**config.mk**
```make
export PLATFORM = sky130hd
export DESIGN_NAME = mul_err_monitor
export DESIGN_NICKNAME = d
export VERILOG_FILES = /design/src/rtl/mul_err_monitor.sv
export SDC_FILE = /design/constraint.sdc
export NUM_CORES = 1
export LEC_CHECK = 0
export BUFFER_PORTS_ARGS = -buffer_cell sky130_fd_sc_hd__buf_2
export CAP_MARGIN = 40
export CORE_UTILIZATION = 45
export CTS_CLUSTER_SIZE = 20
export DETAILED_ROUTE_END_ITERATION = 10
export GPL_ROUTABILITY_DRIVEN = 0
export GPL_TIMING_DRIVEN = 1
export PLACE_DENSITY = 0.69
export SYNTH_ARGS = -nofsm -noshare
export SYNTH_HDL_FRONTEND = slang
export SYNTH_SLANG_ARGS = --single-unit
```
**constraint.sdc**
```tcl
create_clock -name clk -period 5.9 [get_ports clk]
set_input_delay 0.885 -clock clk [delete_from_list [all_inputs] [get_ports clk]]
set_output_delay 0.885 -clock clk [all_outputs]
set_load 0.05 [all_outputs]
```
**src/rtl/mul_err_monitor.sv**
```systemverilog
// Error-statistics monitor for an 8x8 unsigned approximate multiplier.
// Accumulates |approx - exact| statistics over a window of 2^WIN_LOG2 samples.
//
// state | meaning
// IDLE  | waiting for start, no samples accepted
// RUN   | accepting samples until the window is full
// DRAIN | window full, letting the two pipeline stages empty
// DONE  | statistics valid and held until the next start
module mul_err_monitor #(
  parameter int WIN_LOG2 = 8
) (
  input  logic                  clk,
  input  logic                  rst,
  input  logic                  start,
  input  logic                  in_valid,
  output logic                  in_ready,
  input  logic [7:0]            in_a,
  input  logic [7:0]            in_b,
  input  logic [15:0]           in_o,
  output logic                  busy,
  output logic                  done,
  output logic [16+WIN_LOG2-1:0] sum_err,
  output logic [15:0]           max_err,
  output logic [7:0]            wce_a,
  output logic [7:0]            wce_b,
  output logic [WIN_LOG2:0]     err_cnt
);

  localparam logic [WIN_LOG2:0] WIN_CNT  = {1'b1, {WIN_LOG2{1'b0}}};
  localparam logic [WIN_LOG2:0] LAST_CNT = {1'b0, {WIN_LOG2{1'b1}}};

  typedef enum logic [1:0] {
    IDLE  = 2'd0,
    RUN   = 2'd1,
    DRAIN = 2'd2,
    DONE  = 2'd3
  } state_t;

  state_t state, state_nxt;

  logic [WIN_LOG2:0] acc_cnt;
  logic              xfer;
  logic              start_ok;

  logic              v1;
  logic [7:0]        a1, b1;
  logic [15:0]       o1, p1;

  logic              v2;
  logic [7:0]        a2, b2;
  logic [15:0]       err2;

  logic [15:0]       exact;
  logic [16:0]       diff;
  logic [15:0]       abs_err;

  assign xfer     = in_valid && in_ready;
  assign start_ok = start && ((state == IDLE) || (state == DONE));
  assign exact    = {8'd0, in_a} * {8'd0, in_b};

  // Sign of the 17-bit difference selects which subtraction gives the magnitude.
  assign diff     = {1'b0, o1} - {1'b0, p1};
  assign abs_err  = diff[16] ? (p1 - o1) : diff[15:0];

  always_ff @(posedge clk) begin
    if (rst) begin
      state <= IDLE;
    end else begin
      state <= state_nxt;
    end
  end

  always_comb begin
    state_nxt = state;
    case (state)
      IDLE:  if (start_ok) state_nxt = RUN;
      RUN:   if (xfer && (acc_cnt == LAST_CNT)) state_nxt = DRAIN;
      // Stage 2 is folded in on the same edge, so only stage 1 must be empty.
      DRAIN: if (!v1) state_nxt = DONE;
      DONE:  if (start_ok) state_nxt = RUN;
      default: state_nxt = IDLE;
    endcase
  end

  always_comb begin
    in_ready = 1'b0;
    busy     = 1'b0;
    done     = 1'b0;
    case (state)
      RUN: begin
        in_ready = (acc_cnt < WIN_CNT);
        busy     = 1'b1;
      end
      DRAIN:   busy = 1'b1;
      DONE:    done = 1'b1;
      default: ;
    endcase
  end

  always_ff @(posedge clk) begin
    if (rst) begin
      acc_cnt <= '0;
    end else if (start_ok) begin
      acc_cnt <= '0;
    end else if (xfer) begin
      acc_cnt <= acc_cnt + 1'b1;
    end
  end

  always_ff @(posedge clk) begin
    if (rst) begin
      v1 <= 1'b0;
      a1 <= '0;
      b1 <= '0;
      o1 <= '0;
      p1 <= '0;
      v2 <= 1'b0;
      a2 <= '0;
      b2 <= '0;
      err2 <= '0;
    end else begin
      v1 <= xfer;
      if (xfer) begin
        a1 <= in_a;
        b1 <= in_b;
        o1 <= in_o;
        p1 <= exact;
      end
      v2 <= v1;
      if (v1) begin
        a2   <= a1;
        b2   <= b1;
        err2 <= abs_err;
      end
    end
  end

  always_ff @(posedge clk) begin
    if (rst || start_ok) begin
      sum_err <= '0;
      max_err <= '0;
      wce_a   <= '0;
      wce_b   <= '0;
      err_cnt <= '0;
    end else if (v2) begin
      sum_err <= sum_err + {{WIN_LOG2{1'b0}}, err2};
      err_cnt <= err_cnt + {{WIN_LOG2{1'b0}}, (err2 != 16'd0)};
      // Strict compare keeps the earliest sample on ties.
      if (err2 > max_err) begin
        max_err <= err2;
        wce_a   <= a2;
        wce_b   <= b2;
      end
    end
  end

endmodule

```
Word level (Yosys, flattened, before mapping)
Index checks and enable logic that the tools add are counted.
{"block": "word_totals", "ff_bits": 158, "inputBits": 36, "word_cells": 51}
{"block": "classes", "addsub": 5, "multipliers": 1, "n_lt_le_gt_ge": 2, "eq_ne": 7, "mux": 8, "n_reduce_logical": 12}
{"op": "$add A24 B16 Y24", "n": 1}
{"op": "$sub A16 B16 Y17", "n": 1}
{"op": "$gt A16 B16 Y1", "n": 1}
{"op": "$mul A8 B8 Y16", "n": 1}
{"op": "$mux W16", "n": 1}
{"op": "$reduce_bool A16 Y1", "n": 1}
{"op": "$sub A16 B16 Y16", "n": 1}
{"op": "$add A9 B1 Y9", "n": 1}
{"op": "$add A9 B1 Y9 const B", "n": 1}
{"op": "$eq A9 B8 Y1 const B", "n": 1}
{"op": "$lt A9 B9 Y1 const B", "n": 1}
{"op": "$mux W2", "n": 3}
{"op": "$pmux W2 S3", "n": 1}
{"op": "$reduce_or A2 Y1", "n": 3}
{"op": "$eq A2 B2 Y1 const B", "n": 2}
{"op": "$ne A2 B2 Y1 const B", "n": 2}
{"op": "$logic_and A1 B1 Y1", "n": 3}
{"op": "$mux W1", "n": 3}
{"op": "$reduce_and A3 Y1", "n": 1}
{"op": "$eq A2 B1 Y1 const B", "n": 1}
{"op": "$logic_not A2 Y1", "n": 1}
{"op": "$logic_or A1 B1 Y1", "n": 2}
{"op": "$ne A2 B1 Y1 const B", "n": 1}
{"op": "$reduce_and A2 Y1", "n": 1}

Logic depth before layout (Yosys ltp)
Gate-level depths: netlist of the first run.
{"block": "logic_depth", "ltp_word": 6, "ltp_mapped": 17, "mapped_depth_nobuf": 17}

Worst setup path after synthesis of the first run
No wires, ideal clock.
{"block": "synth_path", "kind": "input -> register", "start": "input in_b[6]", "end": "register p1[14]", "t_arrival_ns": 4.737, "t_required_ns": 5.771, "path_slack_ns": 1.034, "stages": 15, "n_path_buf": 1, "cell_sequence": "clkbuf_1 > and2_1 > fa_1 > fa_1 > fa_1 > inv_1 > fa_1 > inv_1 > ha_1 > a21o_1 > a31oi_1 > o21ai_1 > o41ai_1 > mux2i_1 > o31ai_1"}
{"block": "synth_between", "elab_chain_cells": 1}
{"element": "from (decl)", "line_no": "18", "rtl": "input logic [7:0] in_b,"}
{"element": "$mul A8 B8 Y16", "line_no": "59", "rtl": "assign exact = {8'd0, in_a} * {8'd0, in_b};"}
{"element": "to (signal assigned)", "line_no": "127", "rtl": "p1 <= exact;"}
{"element": "to (decl)", "line_no": "47", "rtl": "logic [15:0] o1, p1;"}
No other way between the ends.
A chain may end at the register's enable or synchronous reset.

Worst setup path in the final report of the first run
{"block": "layout_path", "start": "input in_a[1]", "end": "register p1[14]"}
{"block": "layout_between", "elab_chain_cells": 1}
{"element": "from (decl)", "line_no": "17", "rtl": "input logic [7:0] in_a,"}
{"element": "$mul A8 B8 Y16", "line_no": "59"}
No other way between the ends.

==> reports/metrics.cfg, run 1 <==
[pwr]
power.ir.vdd_worst_mv=0.208
report.power.total_mw=4.54
powerDensity_nw_per_um2=379
total_leakage_power_nw=5.48

[floorplan]
coreArea_um2=22800
io_pins=104
fp.dieArea_um2=24100
die-height_um=155
fp.dieW_um=155
starting_utilization_of_the_core_area_pct=46.2
fp-row-count=55

[routing]
viasPerCell=5.26
post-route-drc-count=0
totalWireLength_um=24200
drt-wirelength-per-cell_um=14.5
residual_antenna_violating_net_count_after_detailed_routing=0
route.vias.total=8792
drt_first_iter_violations=555
detailedRoute.firstPassIterationCount=6

[synthesis]
synth-async-reset-ratio_pct=0
synth_area_leaders=sky130_fd_sc_hd__dfxtp_1 30%, sky130_fd_sc_hd__ha_1 13%, sky130_fd_sc_hd__fa_1 7.4%
synth_sequential_area_ratio_pct=29.9
yosys_reg_bits=158
synth_flop_cell=sky130_fd_sc_hd__dfxtp_1
syn_avg_cell_area_um2=8.32
synth.top_cell.area_share_pct=29.9
netlist.top_cell.by_area=sky130_fd_sc_hd__dfxtp_1
synthesis.instances=1269
syn-cell-area_um2=10600
synth-edff-count=0
synth_cell_types=67
postSynthNetCount=1450
yosys_warnings=0

[cts]
clock_tree_from_tritoncts=done
post_cts_hold_buffer_count=0
clock_tree.root_cell=sky130_fd_sc_hd__clkbuf_16
cts.repair.resized=0
worstSkewPairLatency_ps=440
cts_buffer_depth=2
clkTransAtPathRegs_ps=70
post_cts_setup_bufs=0
numClockSinks=158
tritoncts.num_buffers=17
htreeDepth=4

[placement]
placement.setup.worst_slack_ps=817
hpwlAfterDp_um=18100
number_of_buffers_inserted_by_port_buffering=103
dpl_cell_area_um2=11400

[timing]
achievable-frequency_mhz=214
hold_viol=0
period_needed_ps=4680
hold_slack_ps=457
setup_tns_after_final_layout_ps=0
setup_violations=0
timing.final.ws_setup_ps=1220
rsz0062_at_grt=false
layout_worst_path_cycle_share_pct=79.3
worst_slew_pin_slew_ps=914
timing_max_transition_violations_final=0
relative_slew_slack_pct=39.1
clock_skew_ps=14.4

[cells_and_area]
drive_gt1_share_pct=11.3
multiInputGateArea_um2=6710
fin_area_um2=12000
layout_filler_cell_count=2149
layout_common_cells=157 x sky130_fd_sc_hd__dfxtp_1, 138 x sky130_fd_sc_hd__nand2_1, 125 x sky130_fd_sc_hd__inv_1, 125 x sky130_fd_sc_hd__nor2_1, 107 x sky130_fd_sc_hd__a21oi_1
mostFrequentLayoutCell=sky130_fd_sc_hd__dfxtp_1
antenna_cells=0
regArea_um2=3160
area_delta_synth_final_pct=13.5
fin_nets=1527

[critical_path]
cp.depth=15
cp_slowest_stage_delay_ps=560
end_kind=flop
regToRegSetupSlack_ps=2620
timing.critical_path.from_type=input port
critical_path.reg2reg.startpoint=o1[2]$_SDFFE_PP0P_
crit_path_frequent_cell=sky130_fd_sc_hd__fa_1
endpoint_of_the_worst_register_to_register_path=err2[14]$_SDFFE_PP0P_
critical_path_arrival_ps=4960
path_max_fanout=9
cp_slowest_cell=sky130_fd_sc_hd__fa_1
critPathTopFamily=adder cells
worstPathCellList=buf_2 > and2_1 > fa_1 > fa_1 > fa_1 > inv_1 > fa_1 > inv_1 > ha_1 > a21o_1 > a31oi_1 > o21ai_1 > o41ai_1 > mux2i_1 > o31ai_1
r2r.worst_path.cells=10
type_of_the_worst_setup_path=in2reg
critical_path.n_buffers_inverters=3
timing.critical_path.required_ps=6180

[global_route]
grt_pass1_wl_um=40400
track_usage_pct=20.7
grt_remaining_overflow=0
first_global_vias=8384
grt_start_max_net_pins=89
antenna_found_initial=0

[min_path]
worst_hold_path.num_cells=2
min-delay-path-class=reg2reg
hold_path.startpoint=a1[6]$_SDFFE_PP0P_
holdPathEnd=a1[6]$_SDFFE_PP0P_

[run]
drv_cap=0

[status]
result_of_the_run=finished, final reports clean

==> sequential cells by signal (all words and copies together), names as in the netlist, 9 cells and up <==
register,count
acc_cnt,9
sum_err,24
p1,16
o1,16
err2,16
max_err,16
err_cnt,9
==> Yosys cell counts, types with 11 or more instances <==
cell type                  number
sky130_fd_sc_hd__nor2_1       125
sky130_fd_sc_hd__clkbuf_1      40
sky130_fd_sc_hd__dfxtp_1      158
sky130_fd_sc_hd__nor2b_1       12
sky130_fd_sc_hd__nor3_1        16
sky130_fd_sc_hd__o21ai_1       11
sky130_fd_sc_hd__xnor2_1       22
sky130_fd_sc_hd__a211oi_1      23
sky130_fd_sc_hd__fa_1          39
sky130_fd_sc_hd__ha_1         106
sky130_fd_sc_hd__and2_1        53
sky130_fd_sc_hd__o21a_1        11
sky130_fd_sc_hd__inv_1        125
sky130_fd_sc_hd__nand3_1       22
sky130_fd_sc_hd__nand2_1      139
sky130_fd_sc_hd__o21ai_0       25
sky130_fd_sc_hd__a21o_1        20
sky130_fd_sc_hd__or3_1         12
sky130_fd_sc_hd__xor2_1        17
sky130_fd_sc_hd__mux2i_1       65
sky130_fd_sc_hd__a21oi_1      107
==> stage by stage <==
stage	util (%)	instances
global route	52.5	1672
floorplan	-	1269
detailed placement	49.7	1640
CTS	52.5	1672
finish	52.5	1672
global placement	49.4	1636
==> power by group <==
part,leakage (nW),switching [mW],internal (mW)
Combinational,3.90,1.28,0.902
Clock,0.304,0.551,0.590
Sequential,1.28,0.0810,1.14
==> final cells by class <==
class                           instances  share of cell area [%]
Sequential cell                       158                    26.4
Clock inverter                         15                    1.68
Clock buffer                           17                    3.55
Timing Repair Buffer                  112                    5.28
Inverter                              125                    3.91
Tap cell                              313                    3.27
Multi-Input combinational cell        932                    55.9
==> per-layer routing <==
layer	vias to the layer above	GRT usage (%)	wire, um
li1	4450	-	-
met1	4115	27.6	11500
met2	208	34.5	11300
met3	19	3.45	1160
met4	0	5.56	329
met5	-	0	0
==> worst register-to-register path: cells and delay by family, from the launching register on <==
family	cells	cell delay [ps]
AOI/OAI and AO/OA	4	1350
xor gates and xnor gates	1	150
adders and majority gates	1	360
buffers and inverters	1	50
DFF	1	350
and+or+nand+nor	3	920
==> worst max path at each step <==
stage               startpoint                   to
floorplan              in_b[6]  p1[14]$_SDFFE_PP0P_
global placement       in_a[1]  p1[14]$_SDFFE_PP0P_
detailed placement     in_a[1]  p1[14]$_SDFFE_PP0P_
CTS                    in_a[1]  p1[14]$_SDFFE_PP0P_
global route           in_a[1]  p1[14]$_SDFFE_PP0P_
finish                 in_a[1]  p1[14]$_SDFFE_PP0P_
==> cell families (layout without fill, tap and decap cells) <==
logic type | Yosys count | count (layout) | share of synthesized area, %
compound gates | 254 | 254 | 15.0
xor+xnor | 39 | 39 | 3.23
fa+ha+maj | 145 | 145 | 19.9
buf+inv | 179 | 269 | 6.60
flops | 158 | 158 | 29.9
mux | 67 | 67 | 6.41
simple gates | 427 | 427 | 18.9
(Power assumes the default switching activity.)
==> run 2, diff against run 1 <==
==> constraint.sdc (replaced) <==
create_clock -name clk -period 4.6 [get_ports clk]
set_input_delay 0.69 -clock clk [delete_from_list [all_inputs] [get_ports clk]]
set_output_delay 0.69 -clock clk [all_outputs]
set_load 0.05 [all_outputs]
==> reports/metrics.cfg, run 2 (synthesis gave the netlist of run 1 again) <==
[floorplan]
starting_utilization_of_the_core_area_pct=46.2  ; unchanged
fp.dieW_um=155  ; unchanged
coreArea_um2=22800  ; unchanged
fp-row-count=55  ; unchanged
io_pins=104  ; unchanged
die-height_um=155  ; unchanged
fp.dieArea_um2=24100  ; unchanged

[global_route]
grt_remaining_overflow=0  ; unchanged
first_global_vias=8365  ; was 8384
grt_start_max_net_pins=89  ; unchanged
grt_pass1_wl_um=39900  ; was 40400 um
antenna_found_initial=0  ; unchanged
track_usage_pct=20.5  ; was 20.7%

[critical_path]
cp-startpoint=in_a[1]  ; unchanged
timing.critical_path.from_type=input port  ; unchanged
type_of_the_worst_setup_path=in2reg  ; unchanged
end_kind=flop  ; unchanged
critical_path_arrival_ps=4590  ; was 4960 ps
timing.critical_path.required_ps=4880  ; was 6180 ps
path_max_fanout=4  ; was 9
critical_path.reg2reg.startpoint=o1[2]$_SDFFE_PP0P_  ; unchanged
endpoint_of_the_worst_register_to_register_path=err2[3]$_SDFFE_PP0P_  ; was err2[14]$_SDFFE_PP0P_
regToRegSetupSlack_ps=1330  ; was 2620 ps
r2r.worst_path.cells=10  ; unchanged
critPathCapture=p1[14]$_SDFFE_PP0P_  ; unchanged

[cells_and_area]
layout_common_cells=157 x sky130_fd_sc_hd__dfxtp_1, 138 x sky130_fd_sc_hd__nand2_1, 125 x sky130_fd_sc_hd__inv_1, 125 x sky130_fd_sc_hd__nor2_1, 107 x sky130_fd_sc_hd__a21oi_1  ; unchanged
fin_nets=1557  ; was 1527
drive_gt1_share_pct=13.3  ; was 11.3%
antenna_cells=0  ; unchanged
mostFrequentLayoutCell=sky130_fd_sc_hd__dfxtp_1  ; unchanged
registers.top_by_ff_count=sum_err  ; unchanged
layout.cells.non_filler=1702  ; was 1672
final_design_utilization_pct=53.5  ; was 52.5%
area_delta_synth_final_pct=15.7  ; was 13.5%
fin_area_um2=12200  ; was 12000 um2
max_reg_flops=24  ; unchanged

[routing]
viasPerCell=5.20  ; was 5.26
detailroute.wirelength.met3_um=972  ; was 1160 um
detailedRoute.firstPassIterationCount=5  ; was 6
wl_met1_um=11400  ; was 11500 um
drt_first_iter_violations=532  ; was 555
route.vias.total=8848  ; was 8792
residual_antenna_violating_net_count_after_detailed_routing=0  ; unchanged
drt-wirelength-per-cell_um=13.9  ; was 14.5 um
post-route-drc-count=0  ; unchanged
totalWireLength_um=23700  ; was 24200 um
maxUsedRoutingLayer=met4  ; unchanged
dr_wl_met2_um=11000  ; was 11300 um

[placement]
numPlacedInstances=1670  ; was 1640
dpl_cell_area_um2=11600  ; was 11400 um2
hpwlAfterDp_um=18300  ; was 18100 um
number_of_buffers_inserted_by_port_buffering=103  ; unchanged
placement.setup.worst_slack_ps=-184  ; was 817 ps

[min_path]
min-delay-path-class=reg2reg  ; unchanged

[timing]
clock_skew_ps=12.9  ; was 14.4 ps
rsz0062_at_grt=false  ; unchanged
achievable-frequency_mhz=232
setup_violations=0  ; unchanged
worst_slew_pin_slew_ps=894  ; was 914 ps
timing.final.ws_setup_ps=289  ; was 1220 ps
hold_slack_ps=462  ; was 457 ps
layout_worst_path_cycle_share_pct=93.7
hold_viol=0  ; unchanged
period_needed_ps=4310
relative_slew_slack_pct=40.4  ; was 39.1%
timing_max_transition_violations_final=0  ; unchanged

[cts]
cts.repair.resized=0  ; unchanged
worstSkewPairLatency_ps=440  ; about the same
post_cts_hold_buffer_count=0  ; unchanged
clock_tree_from_tritoncts=done  ; unchanged
htreeDepth=4  ; unchanged
numClockSinks=158  ; unchanged
post_cts_setup_bufs=0  ; unchanged
cts_buffer_depth=2  ; unchanged
clkTransAtPathRegs_ps=70  ; about the same
clock_tree.root_cell=sky130_fd_sc_hd__clkbuf_16  ; unchanged
tritoncts.num_buffers=17  ; unchanged

[pwr]
power.ir.vdd_worst_mv=0.315  ; was 0.208 mV
total_leakage_power_nw=5.63  ; was 5.48 nW
powerDensity_nw_per_um2=482  ; was 379 nW/um2

[run]
drv_cap=0  ; unchanged

[status]
result_of_the_run=finished, final reports clean  ; unchanged

[run 2: cell type report]
| type | count | area, um2 |
|---|---|---|
| inverter | 125 | 469 |
| clock buffer | 17 | 425 |
| timing repair buffer | 142 | 853 |
| clock inverter | 15 | 206 |
| tap | 313 | 392 |
| sequential | 158 | 3160 |
| multi-input combinational | 932 | 6720 |
| fill | 2149 | 10600 |
[run 2: stage by stage]
stage / total power [mW] / TNS (ps)
2_1_floorplan: 3.82 / -6.86
3_3_place_gp: 4.40 / -183
3_5_place_dp: 4.45 / -370
4_1_cts: 5.93 / 0
5_1_grt: 6.36 / 0
6_report: 5.89 / 0
[run 2: where the power goes]
| part | switching [mW] | leakage (nW) | internal (mW) |
|---|---|---|---|
| sequential | 0.106 | 1.28 | 1.47 |
| clock | 0.707 | 0.304 | 0.755 |
| combinational | 1.63 | 4.05 | 1.22 |
| total | 2.44 | 5.63 | 3.45 |
[run 2: worst max-delay path, stage by stage]
cell                      delay [ps]
sky130_fd_sc_hd__buf_2           120
sky130_fd_sc_hd__and2_1          170
sky130_fd_sc_hd__fa_1            520
sky130_fd_sc_hd__fa_1            540
sky130_fd_sc_hd__fa_1            550
sky130_fd_sc_hd__inv_1            50
sky130_fd_sc_hd__fa_1            530
sky130_fd_sc_hd__inv_1            40
sky130_fd_sc_hd__ha_1            300
sky130_fd_sc_hd__a21o_1          160
sky130_fd_sc_hd__a31oi_1         240
sky130_fd_sc_hd__o21ai_1         130
sky130_fd_sc_hd__o41ai_2         240
sky130_fd_sc_hd__mux2i_1         220
sky130_fd_sc_hd__o31ai_1          80
[run 2: worst min path at each step]
stage	to	start	depth (start not counted)
3_3_place_gp	b1[0]$_SDFFE_PP0P_	b1[0]$_SDFFE_PP0P_	2
6_report	b1[7]$_SDFFE_PP0P_	b1[7]$_SDFFE_PP0P_	2
5_1_grt	o1[7]$_SDFFE_PP0P_	in_o[7]	3
2_1_floorplan	a1[0]$_SDFFE_PP0P_	a1[0]$_SDFFE_PP0P_	2
4_1_cts	b1[7]$_SDFFE_PP0P_	b1[7]$_SDFFE_PP0P_	2
3_5_place_dp	b1[7]$_SDFFE_PP0P_	b1[7]$_SDFFE_PP0P_	2
[run 2: per-layer routing]
layer / track usage, % / vias up
li1: - / 4502
met1: 27.3 / 4137
met2: 34.3 / 182
met3: 3.29 / 27
met4: 5.60 / 0
met5: 0 / -
